--- src/rtl/aib_rx_lane_align.sv ---
// DDR Rx lane deskew: per-lane programmable delay lines trained by a marker-search FSM.
// Define AIB_RX_ALIGN_ERRCNT_EN to add o_err_cnt, a saturating count of failed training attempts.

module aib_rx_lane_dly #(
    parameter int MaxSkew = 3,
    parameter int DW      = $clog2(MaxSkew + 1)
) (
    input  logic          i_clk,
    input  logic          i_rstn,
    input  logic          i_d0,
    input  logic          i_d1,
    input  logic          i_del_clr,
    input  logic          i_del_ld,
    input  logic [DW-1:0] i_del_val,
    output logic          o_d0,
    output logic          o_d1
);
    logic [MaxSkew:0] r_sh0;
    logic [MaxSkew:0] r_sh1;
    logic [DW-1:0]    r_del;

    always_ff @(posedge i_clk or negedge i_rstn) begin
        if (!i_rstn) begin
            r_sh0 <= '0;
            r_sh1 <= '0;
            r_del <= '0;
        end else begin
            r_sh0 <= {r_sh0[MaxSkew-1:0], i_d0};
            r_sh1 <= {r_sh1[MaxSkew-1:0], i_d1};
            if (i_del_clr)
                r_del <= '0;
            else if (i_del_ld)
                r_del <= i_del_val;
        end
    end

    // Tap k holds the input from k+1 cycles ago.
    assign o_d0 = r_sh0[r_del];
    assign o_d1 = r_sh1[r_del];
endmodule

module aib_rx_lane_align #(
    parameter int NumLanes     = 20,
    parameter int MaxSkew      = 3,
    parameter int MarkerPeriod = 16,
    parameter int MaxRetry     = 3
) (
    input  logic                i_clk,
    input  logic                i_rstn,
    input  logic                i_train_start,
    input  logic [NumLanes-1:0] i_rx_data0,
    input  logic [NumLanes-1:0] i_rx_data1,
    output logic [NumLanes-1:0] o_rx_data0,
    output logic [NumLanes-1:0] o_rx_data1,
    output logic                o_locked,
    output logic                o_fail,
`ifdef AIB_RX_ALIGN_ERRCNT_EN
    output logic [7:0]          o_err_cnt,
`endif
    output logic [1:0]          o_state
);
    localparam int DW  = $clog2(MaxSkew + 1);
    localparam int TMO = 2 * MarkerPeriod;
    localparam int TW  = $clog2(TMO);
    localparam int RW  = $clog2(MaxRetry + 1);

    typedef enum logic [1:0] {
        IDLE   = 2'd0,
        SEARCH = 2'd1,
        VERIFY = 2'd2,
        LOCKED = 2'd3
    } state_t;

    state_t                      r_state;
    state_t                      w_nstate;
    logic                        r_open;
    logic [DW-1:0]               r_win;
    logic [NumLanes-1:0]         r_got;
    logic [NumLanes-1:0][DW-1:0] r_arr;
    logic [TW-1:0]               r_tmo;
    logic [RW-1:0]               r_retry;
    logic                        r_locked;
    logic                        r_fail;

    logic [NumLanes-1:0]         w_mk;
    logic [NumLanes-1:0]         w_omk;
    logic                        w_open_now;
    logic [DW-1:0]               w_win;
    logic [NumLanes-1:0]         w_got;
    logic [NumLanes-1:0][DW-1:0] w_arr;
    logic [DW-1:0]               w_max;
    logic [NumLanes-1:0][DW-1:0] w_del_val;
    logic                        w_close;
    logic                        w_del_clr;
    logic                        w_del_ld;
    logic                        w_fail_evt;
    logic                        w_lock_evt;

    assign w_mk  = i_rx_data0 & i_rx_data1;
    assign w_omk = o_rx_data0 & o_rx_data1;

    for (genvar l = 0; l < NumLanes; l++) begin : g_lane
        aib_rx_lane_dly #(.MaxSkew(MaxSkew), .DW(DW)) u_lane (
            .i_clk     (i_clk),
            .i_rstn    (i_rstn),
            .i_d0      (i_rx_data0[l]),
            .i_d1      (i_rx_data1[l]),
            .i_del_clr (w_del_clr),
            .i_del_ld  (w_del_ld),
            .i_del_val (w_del_val[l]),
            .o_d0      (o_rx_data0[l]),
            .o_d1      (o_rx_data1[l])
        );
    end

    // Arrival bookkeeping for the current cycle; a lane keeps its first offset.
    always_comb begin
        w_open_now = r_open | (|w_mk);
        w_win      = r_open ? DW'(r_win + 1'b1) : '0;
        w_max      = '0;
        w_got      = '0;
        w_arr      = '0;
        w_del_val  = '0;
        for (int l = 0; l < NumLanes; l++) begin
            w_got[l] = r_got[l] | w_mk[l];
            w_arr[l] = r_got[l] ? r_arr[l] : w_win;
        end
        for (int l = 0; l < NumLanes; l++) begin
            if (w_got[l] && (w_arr[l] > w_max))
                w_max = w_arr[l];
        end
        for (int l = 0; l < NumLanes; l++)
            w_del_val[l] = w_max - w_arr[l];
    end

    always_comb begin
        w_nstate   = r_state;
        w_close    = 1'b0;
        w_del_clr  = 1'b0;
        w_del_ld   = 1'b0;
        w_fail_evt = 1'b0;
        w_lock_evt = 1'b0;
        case (r_state)
            SEARCH: begin
                if (w_open_now && (w_win == DW'(MaxSkew))) begin
                    w_close = 1'b1;
                    if (&w_got) begin
                        w_del_ld = 1'b1;
                        w_nstate = VERIFY;
                    end else begin
                        w_fail_evt = 1'b1;
                    end
                end else if (!w_open_now && (r_tmo == TW'(TMO - 1))) begin
                    w_fail_evt = 1'b1;
                end
            end
            VERIFY: begin
                if (|w_omk) begin
                    if (&w_omk) begin
                        w_lock_evt = 1'b1;
                        w_nstate   = LOCKED;
                    end else begin
                        w_fail_evt = 1'b1;
                    end
                end else if (r_tmo == TW'(TMO - 1)) begin
                    w_fail_evt = 1'b1;
                end
            end
            default: ;
        endcase
        if (w_fail_evt) begin
            if (int'(r_retry) + 1 < MaxRetry) begin
                w_del_clr = 1'b1;
                w_nstate  = SEARCH;
            end else begin
                w_nstate = IDLE;
            end
        end
        // A restart overrides whatever the current attempt decided.
        if (i_train_start) begin
            w_nstate   = SEARCH;
            w_del_clr  = 1'b1;
            w_del_ld   = 1'b0;
            w_fail_evt = 1'b0;
            w_lock_evt = 1'b0;
            w_close    = 1'b0;
        end
    end

    always_ff @(posedge i_clk or negedge i_rstn) begin
        if (!i_rstn) begin
            r_state  <= IDLE;
            r_open   <= 1'b0;
            r_win    <= '0;
            r_got    <= '0;
            r_arr    <= '0;
            r_tmo    <= '0;
            r_retry  <= '0;
            r_locked <= 1'b0;
            r_fail   <= 1'b0;
        end else begin
            r_state <= w_nstate;

            if ((r_state == SEARCH) && (w_nstate == SEARCH) && !w_close &&
                !w_fail_evt && !i_train_start) begin
                r_open <= w_open_now;
                r_win  <= w_win;
                r_got  <= w_open_now ? w_got : '0;
                r_arr  <= w_arr;
            end else begin
                r_open <= 1'b0;
                r_win  <= '0;
                r_got  <= '0;
                r_arr  <= '0;
            end

            // Idle-cycle counter: marker-free SEARCH cycles, or any VERIFY cycle.
            if ((w_nstate != r_state) || w_fail_evt || i_train_start)
                r_tmo <= '0;
            else if (((r_state == SEARCH) && !w_open_now) || (r_state == VERIFY))
                r_tmo <= r_tmo + 1'b1;
            else
                r_tmo <= '0;

            if (i_train_start)
                r_retry <= '0;
            else if (w_fail_evt)
                r_retry <= r_retry + 1'b1;

            if (i_train_start)
                r_locked <= 1'b0;
            else if (w_lock_evt)
                r_locked <= 1'b1;

            if (i_train_start)
                r_fail <= 1'b0;
            else if (w_fail_evt && (w_nstate == IDLE))
                r_fail <= 1'b1;
        end
    end

`ifdef AIB_RX_ALIGN_ERRCNT_EN
    logic [7:0] r_err_cnt;

    always_ff @(posedge i_clk or negedge i_rstn) begin
        if (!i_rstn)
            r_err_cnt <= '0;
        else if (w_fail_evt && (r_err_cnt != 8'hFF))
            r_err_cnt <= r_err_cnt + 8'd1;
    end

    assign o_err_cnt = r_err_cnt;
`endif

    assign o_locked = r_locked;
    assign o_fail   = r_fail;
    assign o_state  = r_state;
endmodule
--- config.mk ---
export PLATFORM = sky130hd
export DESIGN_NAME = aib_rx_lane_align
export DESIGN_NICKNAME = d
export VERILOG_FILES = /design/src/rtl/aib_rx_lane_align.sv
export SDC_FILE = /design/constraint.sdc
export NUM_CORES = 1
export LEC_CHECK = 0
export ABC_AREA = 1
export BUFFER_PORTS_ARGS = -buffer_cell sky130_fd_sc_hd__buf_2
export CELL_PAD_IN_SITES_DETAIL_PLACEMENT = 1
export CELL_PAD_IN_SITES_GLOBAL_PLACEMENT = 1
export CORE_ASPECT_RATIO = 0.7
export CORE_MARGIN = 2
export CORE_UTILIZATION = 30
export DETAILED_ROUTE_END_ITERATION = 8
export GPL_TIMING_DRIVEN = 0
export MAX_ROUTING_LAYER = met4
export PLACE_DENSITY_LB_ADDON = 0.1
export SYNTH_ARGS = -nofsm -noshare
export SYNTH_HDL_FRONTEND = slang
export SYNTH_SLANG_ARGS = --single-unit
--- constraint.sdc ---
create_clock -name i_clk -period 13.31 [get_ports i_clk]
set_clock_uncertainty 0.1 [all_clocks]
set_input_delay 1.331 -clock i_clk [delete_from_list [all_inputs] [get_ports i_clk]]
set_output_delay 1.331 -clock i_clk [all_outputs]
set_load 0.01 [all_outputs]
==> results of run 1 <==
==> sequential cells by signal, indices dropped and copies added (netlist names) <==
name / count
g_lane.u_lane.r_del: 40
g_lane.u_lane.r_sh0: 80
g_lane.u_lane.r_sh1: 80
o_fail: 1
o_locked: 1
o_state: 2
r_arr: 40
r_got: 20
r_open: 1
r_retry: 2
r_tmo: 5
r_win: 2
==> kinds of logic after synthesis <==
| family | share of synthesized area |
|---|---|
| AND/OR/NAND/NOR | 0.215 |
| flip-flops | 0.567 |
| buffers and inverters | 0.0882 |
| AO/OA/AOI/OAI | 0.102 |
| XOR/XNOR | 0.0152 |
| adder cells (fa/ha/maj) | 0.0124 |
==> metrics by stage <==
stage / setup slack, ps / total power, mW / utilization
CTS: 4850 / 3.38 / 0.359
floorplan: 6280 / 1.98 / -
global route: 3870 / 3.61 / 0.359
finish: 4780 / 3.35 / 0.359
detailed placement: 4290 / 2.51 / 0.334
global placement: 4480 / 2.47 / 0.332
==> final cells by class <==
| cell class | count | area (sq um) | area share |
|---|---|---|---|
| buffer | 73 | 455 | 0.0319 |
| clock buffer | 44 | 875 | 0.0613 |
| clock inverter | 12 | 120 | 0.00842 |
| inverter | 163 | 612 | 0.0429 |
| multi-input combinational | 867 | 4180 | 0.293 |
| sequential | 274 | 6860 | 0.481 |
| tap | 535 | 669 | 0.0469 |
| timing repair buffer | 88 | 495 | 0.0347 |
==> metal layers <==
metal | part of all wire | global-route usage | vias to the layer above | routed length (microns)
met5 | 0 | - | - | 0
met4 | 0.016 | 0.0366 | 0 | 590
met3 | 0.036 | 0.0286 | 47 | 1360
met2 | 0.41 | 0.268 | 128 | 15400
met1 | 0.54 | 0.281 | 4833 | 19900
li1 | - | - | 4706 | -
==> critical path, delay by kind of cell <==
| kind | cells | cell delay [ps] |
|---|---|---|
| simple gates | 20 | 2840 |
| compound gates | 13 | 2170 |
| buf+inv | 8 | 1750 |
| fa+ha+maj | 3 | 790 |
==> power groups by stage <==
stage	logic (mW)	clock network [mW]	registers, mW
2_1_floorplan	1.04	0	0.938
3_3_place_gp	1.52	0	0.947
3_5_place_dp	1.56	0	0.949
4_1_cts	1.57	0.879	0.934
5_1_grt	1.76	0.910	0.942
6_report	1.57	0.845	0.933
==> worst paths after layout <==
| kind | from | to | slack (ps) | cells past startpoint |
|---|---|---|---|---|
| max in group asynchronous | i_rstn | g_lane[8].u_lane.r_sh0[2]$_DFF_PN0_ | 11430 | 2 |
| min in group asynchronous | i_rstn | g_lane[1].u_lane.r_sh1[2]$_DFF_PN0_ | 680 | 1 |
| worst max-delay path | i_rx_data0[0] | g_lane[1].u_lane.r_del[1]$_DFFE_PN0P_ | 4780 | 44 |
| worst min-delay path | g_lane[17].u_lane.r_sh1[2]$_DFF_PN0_ | g_lane[17].u_lane.r_sh1[3]$_DFF_PN0_ | 260 | 0 |
| worst max register to register | r_win[0]$_DFF_PN0_ | g_lane[1].u_lane.r_del[1]$_DFFE_PN0P_ | 4830 | 44 |
| worst min register to register | g_lane[17].u_lane.r_sh1[2]$_DFF_PN0_ | g_lane[17].u_lane.r_sh1[3]$_DFF_PN0_ | 260 | 0 |
==> cells in the mapped netlist (all sizes together), types with 5 or more instances <==
master  count  area (sq um)
dfrtp     274          6860
nand2     252           948
nor2      175           657
inv       163           612
o21ai     156           792
nand3     118           611
buf        52           377
o22ai      40           250
nand4      36           225
clkbuf     21          78.8
xor2       21           184
a21oi      16          83.8
ha         12           150
or2         8          50.1
nor4        7          43.8
o211ai      6          45.0
and2        5          31.3
nor3        5          25.0
==> results.yml, run 1 <==
timing:
  final-hold-violation-count: 0
  min_period_ps: 8530
  finalCritPeriodShare: 0.641
  setup-violations-final: 0
  tns_ps: 0
  worst_slew_pin_slew_ps: 868
  fmax_mhz: 117
  rsz0062_at_grt: "false"
  hold_slack_ps: 260
  max_slew_margin: 0.421
  drv_slew: 0
die:
  rows: 61
  die_w_microns: 244
  dieArea_sq_um: 42000
  die_h_microns: 172
  num_io_pins: 87
  fp.coreArea_sq_um: 39800
  start_util: 0.304
layout:
  layout_common_cells: "274 x dfrtp_1, 251 x nand2_1, 175 x nor2_1"
  stdcell_count: 2056
  antenna-diode-count: 0
  final_common_cell: "dfrtp_1"
  drive_above_1_share: 0.135
  nNetsFinal: 1552
  final_cell_area_sq_um: 14300
  area_growth_pct: 17.8
  fillers: 4668
clocking:
  ctsHoldBuffers: 0
  cts_made_buffers: 30
  postCtsSetupBuffers: 0
  cts_tree: "done"
  clockBufferDepth: 3
  clk_pin_slew_worst_paths_ps: 60
  cts_resized: 0
  clock-sinks: 274
  insertion_delay_ps: 570
  htree_levels: 1
  root_buffer: "clkbuf_16"
drt:
  avgRoutedWirePerCell_microns: 18.1
  via_count: 9714
  drt-pass1-iter-count: 4
  drcViolationCount: 0
  drt-total-wl_mm: 37.3
  initialDrtViolationCount: 444
  routed_via_density: 4.72
  ant_nets: 0
yosys:
  mappedNetlistArea_sq_um: 12100
  ys_types: 37
  synth_warnings: 0
  ys_async_sr_fraction: 1.00
  netlist_instances: 1377
  synth_ff_type: "dfrtp_1"
  avgSynthCellArea_sq_um: 8.79
  synth_seq_cells: 274
  synth_edf_count: 0
  ys_seq_area_frac: 0.567
  syn_nets: 1432
min_path:
  min_path_type: "register to register"
setup_path:
  arrival_ps: 8890
  worstSetupPathType: "input pin to register"
  cp_max_fo: 10
  max_stage_delay_ps: 610
  crit_required_ps: 13670
  cp-end-kind: "register"
  startpoint_type: "input pin"
  critPathSlowestCell: "clkbuf_1"
pwr:
  p_comb_frac: 0.469
  p_per_area_nw_per_um2: 235
  pwr-share-seq: 0.279
  peakVddDrop_v: 0.000146
  leakagePower_nw: 6.85
  switching_share: 0.452
  p_switching_mw: 1.51
  p_clk_frac: 0.252
  p_int_mw: 1.83
placement:
  placed_area_sq_um: 13300
  dpl.hpwl_mm: 27.0
  portBuffers: 86
  gp_congestion: 0.833
  placed_cells: 2000
global_routing:
  overflow: 0
  antenna_found_initial: 0
  first_global_vias: 10143
  grt_max_degree: 101
  grt_usage: 0.188
  grt_pass1_wl_mm: 59.2
run:
  maxCapViolations: 0
outcome:
  status: "finished clean"
No activity file was read; power rests on OpenSTA's default activity.
==> run 2, diff against run 1 <==
==> constraint.sdc (replaced) <==
create_clock -name i_clk -period 7.8 [get_ports i_clk]
set_clock_uncertainty 0.1 [all_clocks]
set_input_delay 0.78 -clock i_clk [delete_from_list [all_inputs] [get_ports i_clk]]
set_output_delay 0.78 -clock i_clk [all_outputs]
set_load 0.01 [all_outputs]
==> run 2 against run 1 <==
Net effect:
- flip-flop and latch count unchanged
- non-clock buffer count increased by 16
- hold slack lost 130 ps
- design area is 4.0% higher
- global-route usage about the same
- clock power up 70%
- total power up 92%
- critical path type is now register to register
- largest power group unchanged
==> results.yml, run 2 (synthesized netlist as in run 1, its figures left out) <==
placement:
  dpl.hpwl_mm: 27.0
  placed_cells: 2000
  gp_congestion: 0.833
  portBuffers: 86
  dp_slack_ps: -667
  placed_area_sq_um: 13300
setup_path:
  worstSetupEndpoint: "g_lane[16].u_lane.r_del[1]$_DFFE_PN0P_"
  path_depth: 61
  cp_max_fo: 5
  r2r_cells: 61
  cp-end-kind: "register"
  reg2reg_slack_ps: 490
  crit_top_cell: "nand2_1"
  crit_required_ps: 8160
  startpoint: "r_win[1]$_DFF_PN0_"
  startpoint_type: "register"
  crit_family: "simple AND/OR/NAND/NOR gates"
  max_stage_delay_ps: 400
  arrival_ps: 7670
  worstSetupPathType: "register to register"
  r2r_start: "r_win[1]$_DFF_PN0_"
  crit_buf_inv: 6
  r2r_end: "g_lane[16].u_lane.r_del[1]$_DFFE_PN0P_"
  critPathSlowestCell: "dfrtp_1"
min_path:
  min_path_type: "input pin to asynchronous set/reset pin"
clocking:
  insertion_delay_ps: 580
  ctsHoldBuffers: 0
  clockBufferDepth: 3
  htree_levels: 1
  cts_tree: "done"
  root_buffer: "clkbuf_16"
  clk_pin_slew_worst_paths_ps: 70
  cts_made_buffers: 30
  clock-sinks: 274
drt:
  ant_nets: 0
  avgRoutedWirePerCell_microns: 18.3
  initialDrtViolationCount: 469
  via_count: 9850
  routed_via_density: 4.75
  drcViolationCount: 0
  drt-total-wl_mm: 37.9
  drt-pass1-iter-count: 5
die:
  num_io_pins: 87
  rows: 61
  die_h_microns: 172
  start_util: 0.304
  fp.coreArea_sq_um: 39800
  dieArea_sq_um: 42000
  die_w_microns: 244
global_routing:
  grt_usage: 0.188
  antenna_found_initial: 0
  grt_max_degree: 101
  first_global_vias: 10151
  grt_pass1_wl_mm: 59.2
  overflow: 0
layout:
  stdcell_count: 2072
  nNetsFinal: 1568
  fillers: 4626
  register_area_sq_um: 6860
  drive_above_1_share: 0.197
  final_cell_area_sq_um: 14800
  area_growth_pct: 22.5
  layout_common_cells: "272 x dfrtp_1, 233 x nand2_1, 171 x nor2_1"
  antenna-diode-count: 0
  final_common_cell: "dfrtp_1"
  top_regs: "g_lane.u_lane.r_sh0 x80, g_lane.u_lane.r_sh1 x80"
  multi_input_area_sq_um: 4520
timing:
  rsz0062_at_grt: "true"
  worst_slew_pin_slew_ps: 878
  finalCritPeriodShare: 0.937
  setup-violations-final: 0
  min_period_ps: 7310
  max_slew_margin: 0.414
  fin_ws_ps: 489
  drv_slew: 0
  fmax_mhz: 137
  final-hold-violation-count: 0
outcome:
  status: "finished clean"
pwr:
  peakVddDrop_v: 0.000310
  leakagePower_nw: 7.03
  p_per_area_nw_per_um2: 433
run:
  maxCapViolations: 0
[run 2: area by class of cell]
cell class                      instances  share of cell area
Sequential cell                       274               0.463
Multi-Input combinational cell        867               0.305
Clock buffer                           44              0.0590
Tap cell                              535              0.0451
Timing Repair Buffer                  104              0.0441
Inverter                              163              0.0413
Buffer                                 73              0.0350
Clock inverter                         12             0.00810
[run 2: metrics by stage]
stage	hold slack (ps)	utilization	TNS, ps	power, mW
finish	125	0.373	0	6.42
global route	183	0.373	-4300	6.89
CTS	143	0.359	0	5.79
detailed placement	256	0.334	-9800	4.28
global placement	253	0.332	-4700	4.22
floorplan	249	-	0	3.37
[run 2: where the power goes]
group / internal, mW / switching [mW]
combinational: 1.18 / 2.20
sequential: 1.53 / 0.0646
clock: 0.841 / 0.601
total: 3.55 / 2.86
[run 2: layer usage]
layer	vias to the layer above	routed length, microns	part of all wire	track usage
met5	-	0	0	-
met4	0	624	0.016	0.0369
met3	50	1350	0.036	0.0273
met2	136	15600	0.41	0.267
met1	4931	20300	0.54	0.283
li1	4733	-	-	-
[run 2: how the worst min path moves through the flow]
| stage | cells after the start | from | to |
|---|---|---|---|
| 6_report | 1 | i_rstn | g_lane[1].u_lane.r_sh1[2]$_DFF_PN0_ |
| 5_1_grt | 1 | i_rstn | g_lane[2].u_lane.r_sh0[1]$_DFF_PN0_ |
| 4_1_cts | 1 | i_rstn | g_lane[1].u_lane.r_sh1[1]$_DFF_PN0_ |
| 3_5_place_dp | 0 | g_lane[10].u_lane.r_sh1[1]$_DFF_PN0_ | g_lane[10].u_lane.r_sh1[2]$_DFF_PN0_ |
| 3_3_place_gp | 0 | g_lane[15].u_lane.r_sh0[1]$_DFF_PN0_ | g_lane[15].u_lane.r_sh0[2]$_DFF_PN0_ |
| 2_1_floorplan | 0 | g_lane[0].u_lane.r_sh0[2]$_DFF_PN0_ | g_lane[0].u_lane.r_sh0[3]$_DFF_PN0_ |
[run 2: repair_timing]
action | in CTS | in global routing
cloned | 0 | 2
buffers inserted | 1 | 13
pin swaps | 1 | 53
gates resized for setup | 6 | 118
endpoints found under the setup margin | 36 | 40
